### config.mk
export PLATFORM = sky130hd
export DESIGN_NAME = pipe_hazard_ctrl
export DESIGN_NICKNAME = d
export VERILOG_FILES = /design/src/rtl/arm_pipe_pkg.sv /design/src/rtl/pipe_shadow_slot.sv /design/src/rtl/pipe_hazard_ctrl.sv
export SDC_FILE = /design/constraint.sdc
export NUM_CORES = 1
export LEC_CHECK = 0
export CORE_ASPECT_RATIO = 1.5
export CORE_MARGIN = 1.5
export CORE_UTILIZATION = 52
export DETAILED_ROUTE_END_ITERATION = 16
export GPL_TIMING_DRIVEN = 1
export PLACE_DENSITY = 0.77
export RECOVER_POWER = 100
export SYNTH_ARGS = -nofsm -noshare
export SYNTH_HDL_FRONTEND = slang
export SYNTH_SLANG_ARGS = --single-unit
export TNS_END_PERCENT = 5
### constraint.sdc
create_clock -name clk -period 2.54 [get_ports clk]
set_clock_uncertainty 0.1 [all_clocks]
set_input_delay 0.508 -clock clk [delete_from_list [all_inputs] [get_ports clk]]
set_output_delay 0.508 -clock clk [all_outputs]
set_load 0.1 [all_outputs]
### src/rtl/arm_pipe_pkg.sv
// arm_pipe_pkg: forwarding select codes and EX shadow-slot control bits shared by the hazard unit
package arm_pipe_pkg;
  localparam logic [1:0] FWD_RF  = 2'd0;
  localparam logic [1:0] FWD_MEM = 2'd1;
  localparam logic [1:0] FWD_WB  = 2'd2;
  typedef struct packed {
    logic v;
    logic wb_en;
    logic mem_r_en;
    logic two_src;
  } slot_ctl_t;
  localparam int CTL_W = $bits(slot_ctl_t);
endpackage

### src/rtl/pipe_shadow_slot.sv
// pipe_shadow_slot: one pipeline shadow register, cleared by reset and frozen while i_hold is high
module pipe_shadow_slot #(
  parameter int W = 8
) (
  input  logic         clk,
  input  logic         rst,
  input  logic         i_hold,
  input  logic [W-1:0] i_d,
  output logic [W-1:0] o_q
);
  logic [W-1:0] r_q;
  always_ff @(posedge clk)
    if (!rst) r_q <= '0;
    else if (!i_hold) r_q <= i_d;
  assign o_q = r_q;
endmodule

### src/rtl/pipe_hazard_ctrl.sv
// pipe_hazard_ctrl: ARM 5-stage hazard unit with EX/MEM/WB shadow slots, freeze/bubble/flush
// control, operand forwarding selects and a saturating hazard-stall counter
module pipe_hazard_ctrl
  import arm_pipe_pkg::*;
#(
  parameter int REG_W  = 4,
  parameter int PC_REG = 15,
  parameter bit FWD_EN = 1'b1,
  parameter int CNT_W  = 16
) (
  input  logic             clk,
  input  logic             rst,
  input  logic             id_valid,
  input  logic [REG_W-1:0] id_src1,
  input  logic [REG_W-1:0] id_src2,
  input  logic             id_two_src,
  input  logic [REG_W-1:0] id_dest,
  input  logic             id_wb_en,
  input  logic             id_mem_r_en,
  input  logic             ex_branch_taken,
  input  logic             mem_busy,
  input  logic             perf_clr,
  output logic             freeze,
  output logic             bubble_ex,
  output logic             flush,
  output logic             pipe_hold,
  output logic [1:0]       fwd_sel_a,
  output logic [1:0]       fwd_sel_b,
  output logic             hazard,
  output logic [CNT_W-1:0] stall_cnt
);
  localparam int EX_W = CTL_W + 3 * REG_W;
  localparam int DW_W = 2 + REG_W;
  slot_ctl_t w_ex_ctl, w_ex_ctl_d;
  logic [EX_W-1:0] w_ex_q;
  logic [DW_W-1:0] w_mem_q, w_wb_q;
  logic [REG_W-1:0] w_ex_dest, w_ex_src1, w_ex_src2, w_mem_dest, w_wb_dest;
  logic w_mem_v, w_mem_wb_en, w_wb_v, w_wb_wb_en;
  logic w_m_ex1, w_m_ex2, w_m_mem1, w_m_mem2, w_flush, w_stall;
  logic [CNT_W-1:0] r_stall_cnt;

  function automatic logic match(input logic v, input logic wb_en,
                                 input logic [REG_W-1:0] dest, input logic [REG_W-1:0] s);
    return v && wb_en && dest == s && s != REG_W'(PC_REG);
  endfunction

  assign w_ex_ctl_d = '{v: id_valid && !hazard && !w_flush, wb_en: id_wb_en,
                        mem_r_en: id_mem_r_en, two_src: id_two_src};

  // MEM/WB only need the destination side; sources are kept in EX for forwarding
  pipe_shadow_slot #(.W(EX_W)) u_ex (.clk(clk), .rst(rst), .i_hold(mem_busy),
    .i_d({w_ex_ctl_d, id_dest, id_src1, id_src2}), .o_q(w_ex_q));
  pipe_shadow_slot #(.W(DW_W)) u_mem (.clk(clk), .rst(rst), .i_hold(mem_busy),
    .i_d({w_ex_ctl.v, w_ex_ctl.wb_en, w_ex_dest}), .o_q(w_mem_q));
  pipe_shadow_slot #(.W(DW_W)) u_wb (.clk(clk), .rst(rst), .i_hold(mem_busy),
    .i_d(w_mem_q), .o_q(w_wb_q));

  assign {w_ex_ctl, w_ex_dest, w_ex_src1, w_ex_src2} = w_ex_q;
  assign {w_mem_v, w_mem_wb_en, w_mem_dest} = w_mem_q;
  assign {w_wb_v, w_wb_wb_en, w_wb_dest} = w_wb_q;

  assign w_m_ex1  = match(w_ex_ctl.v, w_ex_ctl.wb_en, w_ex_dest, id_src1);
  assign w_m_ex2  = id_two_src && match(w_ex_ctl.v, w_ex_ctl.wb_en, w_ex_dest, id_src2);
  assign w_m_mem1 = match(w_mem_v, w_mem_wb_en, w_mem_dest, id_src1);
  assign w_m_mem2 = id_two_src && match(w_mem_v, w_mem_wb_en, w_mem_dest, id_src2);

  assign hazard = id_valid && (FWD_EN ? w_ex_ctl.mem_r_en && (w_m_ex1 || w_m_ex2)
                                      : w_m_ex1 || w_m_ex2 || w_m_mem1 || w_m_mem2);
  assign w_flush   = ex_branch_taken && !mem_busy;
  assign w_stall   = hazard && !ex_branch_taken && !mem_busy;
  assign flush     = w_flush;
  assign bubble_ex = w_stall;
  assign freeze    = mem_busy || (hazard && !ex_branch_taken);
  assign pipe_hold = mem_busy;

  assign fwd_sel_a = !FWD_EN ? FWD_RF
                   : match(w_mem_v, w_mem_wb_en, w_mem_dest, w_ex_src1) ? FWD_MEM
                   : match(w_wb_v, w_wb_wb_en, w_wb_dest, w_ex_src1) ? FWD_WB : FWD_RF;
  assign fwd_sel_b = !FWD_EN || !w_ex_ctl.two_src ? FWD_RF
                   : match(w_mem_v, w_mem_wb_en, w_mem_dest, w_ex_src2) ? FWD_MEM
                   : match(w_wb_v, w_wb_wb_en, w_wb_dest, w_ex_src2) ? FWD_WB : FWD_RF;

  always_ff @(posedge clk)
    if (!rst || perf_clr) r_stall_cnt <= '0;
    else if (w_stall && !(&r_stall_cnt)) r_stall_cnt <= r_stall_cnt + 1'b1;
  assign stall_cnt = r_stall_cnt;
endmodule

# Yosys cells after proc, flatten, opt, wreduce, memory -nomap -nowiden

Cells that the tools add are included.

Bits of input ports: 21
Logic and storage cells: 54
Bits in registers: 44
Output and inout port bits: 25

Mux-type cells: 5
Reductions and logical operators: 34
$add $sub $neg: 1
Equal/unequal tests: 10

Operators by type and width:

| kind                    | number |
|---|---|
| $eq A4 B4 Y1            | 6 |
| $logic_and A1 B1 Y1     | 24 |
| $add A16 B1 Y16 const B | 1 |
| $ne A4 B4 Y1 const B    | 4 |
| $reduce_and A16 Y1      | 1 |
| $mux W2                 | 5 |
| $logic_not A1 Y1        | 6 |
| $logic_or A1 B1 Y1      | 3 |

# Depth between registers and ports, before layout

Depth in word-level cells: 10
Gate-level depth with buffers: 8
Depth with buffers taken out: 6

# Modules after synthesis

Synthesis repeated with hierarchy kept, for this count alone.

Cell total of the unflattened synthesis: 253
Area total of the unflattened synthesis: 2337.2 µm²

Modules (own cells, without submodules):

| module                        | instances | area each (µm²) | seq. area each (µm²) | cells each |
|---|---|---|---|---|
| pipe_hazard_ctrl              | 1         | 1263.7          | 320.3                | 164 |
| pipe_shadow_slot at u_ex      | 1         | 615.6           | 320.3                | 51 |
| pipe_shadow_slot at u_mem ... | 2         | 229.0           | 120.1                | 19 |

# Worst setup path after synthesis

No wires, ideal clock.

Path kind: register to output
Start point: reg u_ex.r_q[5] (netlist: u_ex.o_q[5])
End point: out fwd_sel_a[1]
Required time: 1.932 ns
Path slack: -3.586 ns
Arrival time: 5.518 ns
Cell stages (with the launch flop): 5
Buffers on the path: 0
Cells stage by stage: dfxtp_1 -> xnor2_1 -> nand3_1 -> nor4b_1 -> nor2_1

Longest elaborated chain between the ends: 5
Elaborated cells on any way between the ends: 9
Those cells by class: eq/ne (3); mux (2); reduce/logical (4)

RTL lines:

| element                          | RTL line               | RTL |
|---|---|---|
| start: declaration               | pipe_shadow_slot.sv:11 | `logic [W-1:0] r_q;` |
| start signal: assignment         | pipe_shadow_slot.sv:14 | `else if (!i_hold) r_q <= i_d;` |
| $eq A4 B4 Y1                     | pipe_hazard_ctrl.sv:44 | `return v && wb_en && dest == s && s != REG_W'(PC_REG);` |
| $logic_and A1 B1 Y1 (2 in a row) | pipe_hazard_ctrl.sv:44 |  |
| $mux W2                          | pipe_hazard_ctrl.sv:78 | `: match(w_wb_v, w_wb_wb_en, w_wb_dest, w_ex_src1) ? FWD_WB : FWD_RF;` |
| $mux W2 (*)                      | pipe_hazard_ctrl.sv:77 | `: match(w_mem_v, w_mem_wb_en, w_mem_dest, w_ex_src1) ? FWD_MEM` |
| end: declaration                 | pipe_hazard_ctrl.sv:27 | `output logic [1:0] fwd_sel_a,` |

Mark *: on every way between the ends. The rest lies on a longest branch, timed or not.

# Worst setup path after layout

Start point: in id_src2[3]
End point: out hazard

Longest elaborated chain between the ends: 7
Elaborated cells on any way between the ends: 8
Those cells by class: eq/ne (2); reduce/logical (6)

RTL lines:

| element                              | RTL line               | RTL |
|---|---|---|
| start: declaration                   | pipe_hazard_ctrl.sv:15 | `input logic [REG_W-1:0] id_src2,` |
| $eq A4 B4 Y1                         | pipe_hazard_ctrl.sv:44 |  |
| $logic_and A1 B1 Y1                  | pipe_hazard_ctrl.sv:44 |  |
| $logic_and A1 B1 Y1 (*)              | pipe_hazard_ctrl.sv:44 |  |
| $logic_and A1 B1 Y1 (*)              | pipe_hazard_ctrl.sv:63 | `assign w_m_ex2 = id_two_src && match(w_ex_ctl.v, w_ex_ctl.wb_en, w_ex_dest, id_src2);` |
| $logic_or A1 B1 Y1 (*)               | --                     |  |
| $logic_and A1 B1 Y1 (*) (2 in a row) | pipe_hazard_ctrl.sv:67 | `assign hazard = id_valid && (FWD_EN ? w_ex_ctl.mem_r_en && (w_m_ex1 \|\| w_m_ex2)` |
| end: declaration                     | pipe_hazard_ctrl.sv:29 | `output logic hazard,` |

Marks and branches as above.

==> impl_metrics.env <==
export IMPL_status="finished, violations left"
export IMPL_violations="DRC"
export IMPL_post_place_ws_ns=-0.140
export IMPL_synth_top_cell_area_share_pct=37.1
export IMPL_synthCells=257
export IMPL_synth_flop_cell="dfxtp_1"
export IMPL_slowest_stage="clkdlybuf4s50_1"
export IMPL_slew_headroom_pct=22.9
export IMPL_portBuffers=45
export IMPL_synth_largest_area_cell="dfxtp_1"
export IMPL_drt_vias_per_instance=5.91
export IMPL_n_fill_cell=358
export IMPL_path_max_fanout=2
export IMPL_setup_worst_path_start_class="primary input"
export IMPL_fin_setup_tns_ns=0
export IMPL_p_seq_share_pct=49.3
export IMPL_fin_hold_ws_ns=0.389
export IMPL_crit_chain="clkdlybuf4s50_1 -> xnor2_2 -> nand3_1 -> a2bb2oi_2 -> and2b_1 -> buf_12"
export IMPL_dr_pass1_iters=11
export IMPL_synth_seq_cells=44
export IMPL_cts_made_buffers=5
export IMPL_period_minus_slack_ns=2.49
export IMPL_peakVddDrop_v=0.000412
export IMPL_wl_um=5830
export IMPL_internal_power_w=0.00112
export IMPL_place_area_um2=2970
export IMPL_power_share_clock_pct=38.0
export IMPL_setup_viol=0
export IMPL_synth_compound_gate_area_share_pct=11.7
export IMPL_path_clk_slew_ns=0.08
export IMPL_netSwitchingFraction_pct=24.8
export IMPL_async_flop_share_pct=0
export IMPL_synth_top_family_by_area="simple AND/OR/NAND/NOR gates"
export IMPL_synth_nets=279
export IMPL_grt_pass1_wl_um=9350
export IMPL_hpwlAfterDp_um=4190
export IMPL_drtIter0Drc=149
export IMPL_area_growth_pct=30.5
export IMPL_ys_seq_area_share_pct=37.1
export IMPL_insertion_delay_ns=0.30
export IMPL_cts_root_buffer="clkbuf_8"
export IMPL_min_period_over_period_pct=98.2
export IMPL_antenna_found_initial=0
export IMPL_layout_nets=334
export IMPL_fin_area_um2=3100
export IMPL_diodes=0
export IMPL_start_util_pct=54.9
export IMPL_hold_class="reg -> reg"
export IMPL_fp_coreArea_um2=4320
export IMPL_cts_sinks=44
export IMPL_worstPathRequired_ns=1.93
export IMPL_power_frac_comb_pct=12.7
export IMPL_max_stage_delay_ns=0.54
export IMPL_critPathKind="in -> out"
export IMPL_power_leakage_nw=1.21
export IMPL_die_area_um2=4980
export IMPL_fin_cells=359
export IMPL_num_io_pins=46
export IMPL_synth_adder_area_share_pct=0.527
export IMPL_die_height_um=85.7
export IMPL_netlist_top_cells_area="dfxtp_1 37%, mux2i_1 12%, nor2b_1 7.9%"
export IMPL_synth_edf_count=0
export IMPL_p_switching_w=0.000371
export IMPL_yosysWarnings=0
export IMPL_vias=2120
export IMPL_clockBufferDepth=2
export IMPL_synth_xor_area_share_pct=7.38
export IMPL_ant_nets=0
export IMPL_wl_per_cell_um=16.2
export IMPL_regArea_um2=881
export IMPL_yosys_area_share_simple_pct=28.5
export IMPL_end_kind="primary output"
export IMPL_drive_above_1_share_pct=16.6
export IMPL_postSynthAreaPerCell_um2=9.23
export IMPL_die_w_um=58.2
export IMPL_grt_overflow_total=0
export IMPL_powerDensity_nw_per_um2=483
export IMPL_cp_arrival_ns=1.89
export IMPL_placementRows=29
export IMPL_place_inst=345
export IMPL_drv_cap=0
export IMPL_timing_final_ws_setup_ns=0.0453
export IMPL_hold_viol_final=0
export IMPL_grt_max_degree=29
export IMPL_htree_num_levels=2
export IMPL_place_gp_congestion=0.859
export IMPL_grt_pass1_vias=2011
export IMPL_multi_input_area_um2=1480
export IMPL_maxSlewViolCount=0
export IMPL_tightest_slew_ns=1.16
export IMPL_synth_area_um2=2370
export IMPL_synth_distinct_cells=42
export IMPL_drc=6
export IMPL_cts_tree="yes"
export IMPL_grtUsageTotal_pct=23.9
export IMPL_fmax_mhz=401
export IMPL_muxShareOfSynthArea_pct=11.8
-- sequential cells by signal, summed over array words and instances, names as in the netlist --
| name | count |
|---|---|
| stall_cnt | 16 |
| u_ex.o_q | 16 |
| u_mem.o_q | 6 |
| u_wb.o_q | 6 |
-- critical path, delay by kind of cell --
family                 cells  cell delay, ns
XOR/XNOR                   1            0.14
buffers and inverters      2            0.72
AND/OR/NAND/NOR            2            0.36
AO/OA/AOI/OAI              1            0.16
-- cells in the mapped netlist, types with 2 or more instances --
cell type and count:
buf_1 3, xor2_1 10, nor4b_1 2, or4_1 7, o21ai_0 9, nand4_1 8
nand3_1 18, nand2b_1 6, dfxtp_1 44, and4_1 3, nor2b_1 30, nor2_1 6
o41ai_1 2, or3_1 4, mux2i_1 28, a21oi_1 13, o31ai_1 7, o311ai_0 2
clkbuf_1 6, nand2_1 11, buf_6 2, xnor2_1 10, and2_1 4, and3_1 4
-- logic make-up (layout without fill, tap and decap cells) --
group / after synthesis / in the layout
DFF: 44 / 44
AOI/OAI and AO/OA: 41 / 41
xor gates and xnor gates: 20 / 20
adders and majority gates: 1 / 1
buffers and inverters: 13 / 69
muxes: 28 / 28
and+or+nand+nor: 110 / 110
-- through the flow --
step / total power (W) / utilization [%]
after global routing: 0.00155 / 71.7
after detailed placement: 0.000941 / 68.8
after floorplan: 0.000866 / -
final: 0.00150 / 71.7
after CTS: 0.00150 / 72.2
after global placement: 0.000937 / 68.8
-- path summary, 6_finish.rpt --
| kind | start | end | slack [ns] | cells after the start |
|---|---|---|---|---|
| worst max-delay path | id_src2[3] | hazard | 0.05 | 6 |
| worst min-delay path | stall_cnt[9]$_SDFFE_PP0P_ | stall_cnt[9]$_SDFFE_PP0P_ | 0.39 | 2 |
| worst max register to register | u_ex.o_q[10]$_SDFFE_PN0N_ | stall_cnt[10]$_SDFFE_PP0P_ | 0.19 | 8 |
| worst min register to register | stall_cnt[9]$_SDFFE_PP0P_ | stall_cnt[9]$_SDFFE_PP0P_ | 0.39 | 2 |
-- metal layers --
layer / track usage (%) / vias to the layer above / share of wire [%]
li1: - / 1053 / -
met1: 27.1 / 991 / 38
met2: 44.0 / 61 / 56
met3: 3.47 / 15 / 3.5
met4: 8.88 / 0 / 2.4
met5: 0 / - / 0
-- power groups by stage --
stage | Sequential, W | Clock [W] | Combinational (W)
final | 0.000738 | 0.000569 | 0.000189
after global routing | 0.000740 | 0.000609 | 0.000204
after CTS | 0.000736 | 0.000579 | 0.000188
after detailed placement | 0.000753 | 0 | 0.000188
after global placement | 0.000752 | 0 | 0.000185
after floorplan | 0.000743 | 0 | 0.000123
-- timing repair --
item / CTS / global route
gates resized for setup: 6 / 7
hold endpoints to repair: 0 / 0
buffers inserted: 3 / 3
pin swaps: 4 / 7
endpoints found under the setup margin: 3 / 3
hold buffers: 0 / 0
-- cell usage in the layout, fill, tap and decap left out, types with 2 or more instances in the layout --
cell type | synthesis | final
nor2b_1 | 30 | 29
buf_12 | 0 | 9
o311ai_0 | 2 | 2
nor2_1 | 6 | 4
o41ai_1 | 2 | 2
nand2_1 | 11 | 11
a21oi_1 | 13 | 13
nand3_1 | 18 | 18
xnor2_1 | 10 | 9
nand4_1 | 8 | 8
buf_4 | 1 | 14
o31ai_1 | 7 | 7
clkdlybuf4s50_1 | 0 | 9
clkbuf_2 | 1 | 6
or4_1 | 7 | 7
mux2i_1 | 28 | 28
and3_1 | 4 | 3
dfxtp_1 | 44 | 44
and4_1 | 3 | 3
nand2b_1 | 6 | 5
and2_1 | 4 | 4
clkbuf_1 | 6 | 12
clkbuf_8 | 0 | 6
or3_1 | 4 | 4
dlygate4sd2_1 | 0 | 5
xor2_1 | 10 | 9
dlymetal6s2s_1 | 0 | 4
o21ai_0 | 9 | 9
-- area by class of cell --
type / count / share of cell area, %
Clock inverter: 2 / 1.25
Multi-Input combinational cell: 200 / 47.7
Sequential cell: 44 / 28.4
Timing Repair Buffer: 61 / 18.1
Clock buffer: 6 / 2.67
Tap cell: 46 / 1.86
Note: power is estimated with default switching activity, not from simulation.
